[config.mk]
export PLATFORM = sky130hd
export DESIGN_NAME = wb_stage
export DESIGN_NICKNAME = d
export VERILOG_FILES = /design/src/rtl/wb_stage_pkg.sv /design/src/rtl/wb_stage_load_align.sv /design/src/rtl/wb_stage.sv
export SDC_FILE = /design/constraint.sdc
export NUM_CORES = 1
export LEC_CHECK = 0
export BUFFER_PORTS_ARGS = -buffer_cell sky130_fd_sc_hd__clkbuf_2
export CORE_MARGIN = 4
export CORE_UTILIZATION = 50
export CTS_CLUSTER_DIAMETER = 50
export DETAILED_ROUTE_END_ITERATION = 7
export GPL_TIMING_DRIVEN = 0
export PLACE_DENSITY = 0.81
export SLEW_MARGIN = 20
export SYNTH_ARGS = -nofsm -noshare
export SYNTH_HDL_FRONTEND = slang
export SYNTH_SLANG_ARGS = --single-unit
[constraint.sdc]
create_clock -name clk -period 2.7 [get_ports clk]
set_clock_uncertainty 0.15 [all_clocks]
set_input_delay 0.54 -clock clk [delete_from_list [all_inputs] [get_ports clk]]
set_output_delay 0.54 -clock clk [all_outputs]
set_load 0.05 [all_outputs]
[src/rtl/wb_stage_pkg.sv]
// rtl/wb_stage_pkg.sv - shared encodings for the writeback stage
// Purpose: result-source select codes, load funct3 codes and FSM state encoding.
package wb_stage_pkg;

  localparam logic [1:0] WBSEL_ALU    = 2'b00;
  localparam logic [1:0] WBSEL_PCADD4 = 2'b01;
  localparam logic [1:0] WBSEL_MEM    = 2'b10;

  localparam logic [2:0] LD_LB  = 3'b000;
  localparam logic [2:0] LD_LH  = 3'b001;
  localparam logic [2:0] LD_LW  = 3'b010;
  localparam logic [2:0] LD_LBU = 3'b100;
  localparam logic [2:0] LD_LHU = 3'b101;

  typedef enum logic {
    WB_IDLE    = 1'b0,
    WB_WAIT_LD = 1'b1
  } wb_state_e;

endpackage

[src/rtl/wb_stage_load_align.sv]
// rtl/wb_stage_load_align.sv - load data alignment and sign/zero extension
// Purpose: picks the byte/half addressed by off out of the raw word and extends it.
// Ports:
//   funct3  in   3     load type (LB/LH/LW/LBU/LHU)
//   off     in   2     byte offset within the word
//   data    in   XLEN  raw aligned word from data memory
//   result  out  XLEN  extended load value
module load_align
  import wb_stage_pkg::*;
#(
  parameter int XLEN = 32
) (
  input  logic [2:0]      funct3,
  input  logic [1:0]      off,
  input  logic [XLEN-1:0] data,
  output logic [XLEN-1:0] result
);

  logic [7:0]  byte_v;
  logic [15:0] half_v;

  // off[0] is ignored for halves; misaligned halves never reach this stage.
  assign byte_v = data[{off, 3'b000} +: 8];
  assign half_v = data[{off[1], 4'b0000} +: 16];

  always_comb begin
    result = data;
    case (funct3)
      LD_LB:   result = {{(XLEN-8){byte_v[7]}}, byte_v};
      LD_LH:   result = {{(XLEN-16){half_v[15]}}, half_v};
      LD_LBU:  result = {{(XLEN-8){1'b0}}, byte_v};
      LD_LHU:  result = {{(XLEN-16){1'b0}}, half_v};
      default: result = data;
    endcase
  end

endmodule

[src/rtl/wb_stage.sv]
// rtl/wb_stage.sv - registered writeback stage with load wait and timeout
// Purpose: selects ALU / PC+4 / load data, waits for the load response and
//   drives the register-file write port (also used as the forwarding copy).
// Ports:
//   clk, rst                      clock, synchronous active-high reset
//   in_valid_i / in_ready_o       MEM-stage handshake
//   wbsel_i, alu_i, pc_i          result source select and candidates
//   rd_i, rd_we_i                 destination register and write enable
//   ld_funct3_i, ld_off_i         load type and byte offset
//   dresp_valid_i, dresp_data_i   data memory response
//   rf_we_o, rf_waddr_o, rf_wdata_o  register-file write port
//   busy_o                        load pending (stall)
//   bus_err_o                     one-cycle pulse on load timeout
module wb_stage
  import wb_stage_pkg::*;
#(
  parameter int XLEN       = 32,
  parameter int LD_TIMEOUT = 64,
  parameter int CNT_W      = 7
) (
  input  logic            clk,
  input  logic            rst,
  input  logic            in_valid_i,
  output logic            in_ready_o,
  input  logic [1:0]      wbsel_i,
  input  logic [XLEN-1:0] alu_i,
  input  logic [XLEN-1:0] pc_i,
  input  logic [4:0]      rd_i,
  input  logic            rd_we_i,
  input  logic [2:0]      ld_funct3_i,
  input  logic [1:0]      ld_off_i,
  input  logic            dresp_valid_i,
  input  logic [XLEN-1:0] dresp_data_i,
  output logic            rf_we_o,
  output logic [4:0]      rf_waddr_o,
  output logic [XLEN-1:0] rf_wdata_o,
  output logic            busy_o,
  output logic            bus_err_o
);

  wb_state_e        state_q, state_d;
  logic [CNT_W-1:0] cnt_q, cnt_d;
  logic [4:0]       ld_rd_q;
  logic             ld_we_q;
  logic [2:0]       ld_f3_q;
  logic [1:0]       ld_off_q;
  logic             capture;
  logic             rf_we_d, bus_err_d;
  logic [4:0]       rf_waddr_d;
  logic [XLEN-1:0]  rf_wdata_d;
  logic [XLEN-1:0]  ld_data;
  logic [XLEN-1:0]  pc_plus4;
  logic             timeout_hit;

  load_align #(.XLEN(XLEN)) u_align (
    .funct3 (ld_f3_q),
    .off    (ld_off_q),
    .data   (dresp_data_i),
    .result (ld_data)
  );

  assign pc_plus4   = pc_i + XLEN'(4);
  assign in_ready_o = (state_q == WB_IDLE);
  assign busy_o     = (state_q == WB_WAIT_LD);

  // The cycle whose increment would bring the count to LD_TIMEOUT is the last one waited.
  assign timeout_hit = (LD_TIMEOUT != 0) && (cnt_q == CNT_W'(LD_TIMEOUT - 1));

  always_comb begin
    state_d    = state_q;
    cnt_d      = cnt_q;
    capture    = 1'b0;
    rf_we_d    = 1'b0;
    bus_err_d  = 1'b0;
    rf_waddr_d = rf_waddr_o;
    rf_wdata_d = rf_wdata_o;
    case (state_q)
      WB_IDLE: begin
        if (in_valid_i) begin
          if (wbsel_i == WBSEL_MEM) begin
            capture = 1'b1;
            cnt_d   = '0;
            state_d = WB_WAIT_LD;
          end else begin
            rf_we_d = rd_we_i && (rd_i != 5'd0);
            if (rf_we_d) begin
              rf_waddr_d = rd_i;
              rf_wdata_d = (wbsel_i == WBSEL_PCADD4) ? pc_plus4 : alu_i;
            end
          end
        end
      end
      WB_WAIT_LD: begin
        // A response in the timeout cycle takes priority over the abort.
        if (dresp_valid_i) begin
          state_d = WB_IDLE;
          rf_we_d = ld_we_q && (ld_rd_q != 5'd0);
          if (rf_we_d) begin
            rf_waddr_d = ld_rd_q;
            rf_wdata_d = ld_data;
          end
        end else if (timeout_hit) begin
          state_d   = WB_IDLE;
          bus_err_d = 1'b1;
          cnt_d     = '0;
        end else begin
          cnt_d = cnt_q + 1'b1;
        end
      end
      default: state_d = WB_IDLE;
    endcase
  end

  always_ff @(posedge clk) begin
    if (rst) begin
      state_q    <= WB_IDLE;
      cnt_q      <= '0;
      ld_rd_q    <= '0;
      ld_we_q    <= 1'b0;
      ld_f3_q    <= '0;
      ld_off_q   <= '0;
      rf_we_o    <= 1'b0;
      rf_waddr_o <= '0;
      rf_wdata_o <= '0;
      bus_err_o  <= 1'b0;
    end else begin
      state_q    <= state_d;
      cnt_q      <= cnt_d;
      rf_we_o    <= rf_we_d;
      rf_waddr_o <= rf_waddr_d;
      rf_wdata_o <= rf_wdata_d;
      bus_err_o  <= bus_err_d;
      if (capture) begin
        ld_rd_q  <= rd_i;
        ld_we_q  <= rd_we_i;
        ld_f3_q  <= ld_funct3_i;
        ld_off_q <= ld_off_i;
      end
    end
  end

endmodule

== Word level (Yosys, flattened, before mapping) ==
Index checks and enable logic that the tools add are counted.
Word-level totals
  bits of input ports: 113
  register bits after elaboration: 58
  word-level logic and storage cells: 66
  output and inout bits: 41
Operators by class
  equality and inequality tests: 13
  shifts and indexed selects: 2
  mux-type cells: 30
  bitwise logic cells: 1
  add/sub/neg operators: 2
  reductions and logical operators: 8
Operators with widths (count)
  two-way mux 32 bit: 6
  case mux 32 bit (4 select lines): 1
  case mux 32 bit (2 select lines): 1
  adder 32 x 3 -> 32 bit, second input constant: 1
  indexed part select 32 x 6 -> 16 bit: 1
  indexed part select 32 x 6 -> 8 bit: 1
  two-way mux 7 bit: 4
  two-way mux 5 bit: 5
  case mux 7 bit (2 select lines): 1
  case mux 5 bit (2 select lines): 1
  nonzero test 5 bit: 2
  two-way mux 1 bit: 9
  inequality test 2 bit, second input constant: 4
  adder 7 x 1 -> 7 bit, second input constant: 1
  equality test 7 x 6 -> 1 bit, second input constant: 1
  equality test 3 bit, second input constant: 2
  inequality test 2 x 1 -> 1 bit, second input constant: 3
  AND reduction 5 bit: 1
  case mux 1 bit (2 select lines): 2
  equality test 3 x 1 -> 1 bit, second input constant: 1
  logical NOT 3 bit: 1
  AND reduction 3 bit: 1
  OR reduction 3 bit: 1
  equality test 2 x 1 -> 1 bit, second input constant: 1
  3 further kinds: 4

== Depth between registers and ports, before layout ==
  depth after elaboration: 6
  gate-level depth with buffers: 8

== By module ==
Synthesis repeated with hierarchy kept, for this count alone.
Second synthesis, totals
  cells, all modules: 574
  area, all modules: 4254.1 um^2
Modules (own cells, without submodules)
  wb_stage: instances 1, sequential area each 1161.1 um^2, cells each 456, area each 3459.6 um^2
  load_align: instances 1, sequential area each 0.0 um^2, cells each 118, area each 794.5 um^2

== Least setup slack after synthesis ==
No wires, ideal clock.
  kind: input -> register
  from: in pc_i[2]
  to: reg rf_wdata_o[12]
  cell stages on the path: 8
  buffers on the path: 2
  data required time: 2433 ps
  arrival: 2052 ps
  setup slack: 381 ps
  path through: ha_1 and3_1 clkbuf_1 nand2_1 clkbuf_1 nor4_1 a2111o_1 a32o_1
Between the ends
  cells in the longest elaborated chain, start to end: 6
RTL lines
  start: declaration: line wb_stage.sv:27  | input logic [XLEN-1:0] pc_i,
  adder 32 x 3 -> 32 bit: line wb_stage.sv:62  | assign pc_plus4 = pc_i + XLEN'(4);
  two-way mux 32 bit: line wb_stage.sv:88  | rf_wdata_d = (wbsel_i == WBSEL_PCADD4) ? pc_plus4 : alu_i;
  two-way mux 32 bit: line wb_stage.sv:86  | if (rf_we_d) begin
  two-way mux 32 bit: line wb_stage.sv:80  | if (wbsel_i == WBSEL_MEM) begin
  two-way mux 32 bit: line wb_stage.sv:79  | if (in_valid_i) begin
  case mux 32 bit (2 select lines): line wb_stage.sv:77  | case (state_q)
  end signal: assignment: line wb_stage.sv:131  | rf_wdata_o <= rf_wdata_d;
  end: declaration: line wb_stage.sv:36  | output logic [XLEN-1:0] rf_wdata_o,
Every way passes these cells. The select of a mux whose other input is x is not followed.
A chain may end at the register's enable or synchronous reset.

== Worst setup path in the final report ==
  from: reg ld_off_q[1]
  to: reg rf_wdata_o[19]
Between the ends
  cells in the longest elaborated chain, start to end: 5
RTL lines
  start: declaration: line wb_stage.sv:46  | logic [1:0] ld_off_q;
  start signal: assignment: line wb_stage.sv:137  | ld_off_q <= ld_off_i;
  indexed part select 32 x 6 -> 16 bit or indexed part select 32 x 6 -> 8 bit (tied branches): line wb_stage_load_align.sv:24, wb_stage_load_align.sv:23
  case mux 32 bit (4 select lines) *: line wb_stage_load_align.sv:28  | case (funct3)
  two-way mux 32 bit *: line wb_stage.sv:98  | if (rf_we_d) begin
  two-way mux 32 bit *: line wb_stage.sv:95  | if (dresp_valid_i) begin
  case mux 32 bit (2 select lines) *: line wb_stage.sv:77
Every way passes the cells marked *; elsewhere a longest branch is shown, timed or not. The select of a mux whose other input is x is not followed.

==> run_results.csv <==
group,metric,value,unit
global_routing,overflow,0,
layout,register_area,1161,um2
pwr,power_density,493.3,nW/um2
logic_synthesis,ys_seq_area_frac,0.2853,
route,finalWirelength,15790,um
logic_synthesis,netlist_top_cells_count,"nand2_1 (86), dfxtp_1 (58), a21oi_1 (44)",
layout,area_growth,28.00,%
global_routing,grt_pass1_wl,24230,um
clocking,htreeDepth,3,
pwr,sw_frac_of_total,0.3324,
clocking,numCtsBuffers,9,
logic_synthesis,synth_cell_type_count,69,
logic_synthesis,synth_most_common_cell,"nand2_1",
logic_synthesis,synth_area,4070,um2
layout,finish.net_count,816,
layout,fillCellCount,694,
layout,drive_above_1_share,0.2805,
logic_synthesis,synth_area_leaders,"dfxtp_1 (29%), nand2_1 (7.9%), a21oi_1 (5.4%), nor2_1 (4.0%), mux2i_1 (3.0%)",
floorplanning,fp-row-count,32,
floorplanning,dieArea,9648,um2
clocking,post_cts_buffers,0,
route,ant_nets,0,
sta,timing.final.max_slew_violations,0,
placement,port_buffers,153,
clocking,clk_pin_slew_worst_paths,70,ps
setup_path,rr_endpoint,"rf_wdata_o[19]$_SDFFE_PP0P_",
placement,post-place-ws,4.391,ps
pwr,comb_power_share,0.231,
floorplanning,start_util,0.5213,
pwr,p_switching,0.8543,mW
route,drc,0,
setup_path,worstSetupStartpointType,"register",
logic_synthesis,ys_warn_count,0,
status,outcome,"complete, no violations",
logic_synthesis,syn-num-nets,653,
sta,fmax,396.5,MHz
route,drt_first_pass_iters,6,
pwr,ir_drop,0.2857,mV
setup_path,crit_start,"ld_off_q[1]$_SDFFE_PP0P_",
setup_path,path_class,"reg2reg",
sta,final.setup.worst_slack,178.2,ps
placement,place_hpwl,12430,um
setup_path,ff2ff_setup_slack,180,ps
sta,setup_violations,0,
layout,multi_input_area,2708,um2
logic_synthesis,synth_edf_count,0,
floorplanning,fp.dieW,98.23,um
sta,hold_violations,0,
setup_path,crit-reg2reg-launch,"ld_off_q[1]$_SDFFE_PP0P_",
pwr,p_seq_frac,0.358,
setup_path,endpoint,"rf_wdata_o[19]$_SDFFE_PP0P_",
sta,fin_tns_setup,0,ps
sta,min_period_over_period,0.9340,
floorplanning,ios,154,
setup_path,critPathMaxFanout,10,
logic_synthesis,synthCells,538,
global_routing,first_global_vias,4654,
sta,slew_headroom,0.5337,
logic_synthesis,synth_flop_cell,"dfxtp_1",
flow_run,maxCapViolCount,0,
min_path,min_path_type,"in2reg",
logic_synthesis,ys_seq_elements,58,
global_routing,track_usage,0.3143,
clocking,clockBufferDepth,2,
clocking,insertion_delay,350,ps
route,via_per_inst,6.295,
clocking,ctsHoldBuffers,0,
clocking,cts_tree,"built",
clocking,cts_root_buf,"clkbuf_8",
layout,final_util,0.6673,
logic_synthesis,synth_top_area_cell,"dfxtp_1",
sta,holdWs,262.6,ps
pwr,p_clk_frac,0.411,
floorplanning,core,7807,um2
route,vias,5086,
global_routing,grt_max_degree,13,
setup_path,crit_required,2770,ps
logic_synthesis,synth_top_area_share,0.2853,
setup_path,end_kind,"register",
logic_synthesis,async_reset_ff_frac,0,
sta,rsz0062_at_grt,"false",
placement,finalWeightedCongestion,1.015,
setup_path,reg2reg_depth,7,
layout,antennaDiodeCount,0,
logic_synthesis,syn_avg_cell_area,7.565,um2
setup_path,arrival,2590,ps
sta,worst_pin_slew,699.4,ps
pwr,finalPower,2.570,mW
pwr,internal_power,1.716,mW
route,drt_iter0_drc,413,
pwr,p_leak,2.185,nW
sta,fin_crit,2522,ps
route,wl_per_cell,19.54,um
clocking,clock-sinks,58,
floorplanning,die_h,98.23,um
global_routing,antenna_found_initial,0,
## power by group through the flow
stage | logic, mW | clock network (mW) | registers [mW]
3_5_place_dp | 0.585 | 0 | 0.938
4_1_cts | 0.588 | 1.06 | 0.918
5_1_grt | 0.635 | 1.09 | 0.924
3_3_place_gp | 0.579 | 0 | 0.936
6_report | 0.595 | 1.06 | 0.920
2_1_floorplan | 0.238 | 0 | 1.05
## cell type report
cell class	count	area share
plain buffers	41	0.03434
clock buffers	9	0.02378
clock inverters	7	0.02402
inverters	5	0.003842
multi-input cells	433	0.5197
flip-flops and latches	58	0.2229
well taps	102	0.02450
repair buffers	153	0.1470
## how the worst min path moves through the flow
| stage | cells past startpoint | from | to |
|---|---|---|---|
| 4_1_cts | 3 | ld_funct3_i[2] | ld_f3_q[2]$_SDFFE_PP0P_ |
| 3_5_place_dp | 2 | rf_wdata_o[24]$_SDFFE_PP0P_ | rf_wdata_o[24]$_SDFFE_PP0P_ |
| 2_1_floorplan | 2 | ld_rd_q[4]$_SDFFE_PP0P_ | ld_rd_q[4]$_SDFFE_PP0P_ |
| 3_3_place_gp | 2 | rf_wdata_o[31]$_SDFFE_PP0P_ | rf_wdata_o[31]$_SDFFE_PP0P_ |
| 5_1_grt | 3 | ld_funct3_i[0] | ld_f3_q[0]$_SDFFE_PP0P_ |
| 6_report | 3 | ld_funct3_i[2] | ld_f3_q[2]$_SDFFE_PP0P_ |
## per-layer routing
| layer | wire (um) | track usage | share of wire |
|---|---|---|---|
| met1 | 6591 | 0.4349 | 0.42 |
| met2 | 7168 | 0.4869 | 0.45 |
| met3 | 1577 | 0.06429 | 0.10 |
| met4 | 452 | 0.1092 | 0.029 |
| met5 | 0 | 0 | 0 |
## what timing repair did
action / CTS / global route
setup endpoints to repair: 1 / 1
hold endpoints to repair: 0 / 0
resized for setup: 1 / 0
## stage by stage
stage | std cells | cell area [um2]
after CTS | 809 | 5214
after global routing | 808 | 5210
after detailed placement | 793 | 4964
after global placement | 793 | 4964
after floorplan | 538 | 4070
final | 808 | 5210
## critical path, cell delays in order (launching register included)
cell,delay [ps]
dfxtp_1,340
buf_4,180
mux2_2,400
o211ai_1,220
nand3_1,300
buf_2,280
a211oi_1,420
nor4_2,90
## sequential cells by signal (all words and copies together), names as in the netlist
signal	flops
rf_waddr_o	5
ld_off_q	2
ld_we_q	1
ld_f3_q	3
ld_rd_q	5
cnt_q	7
rf_we_o	1
bus_err_o	1
busy_o	1
rf_wdata_o	32
## cell families (layout without fill, tap and decap cells)
group	Yosys count	after routing	synth area share
simple gates	244	244	0.3068
compound gates	162	162	0.2936
flops	58	58	0.2853
buf+inv	47	215	0.04949
mux	14	14	0.03505
xor+xnor	11	11	0.02367
fa+ha+maj	2	2	0.006147
## layout by cell type, fill, tap and decap left out, drive strengths merged, types with 7 or more instances in the layout
cell,synthesis,layout
a211oi,13,13
a21oi,44,44
a22o,8,8
and4,7,7
buf,15,15
clkbuf,27,188
dfxtp,58,58
mux2i,12,12
nand2,87,87
nand2b,11,11
nand3,17,17
nor2,44,44
nor2b,10,10
nor3,25,25
nor4,12,12
o211ai,10,10
o21ai,13,13
o41ai,13,13
Power figures use the tool's default switching activity.
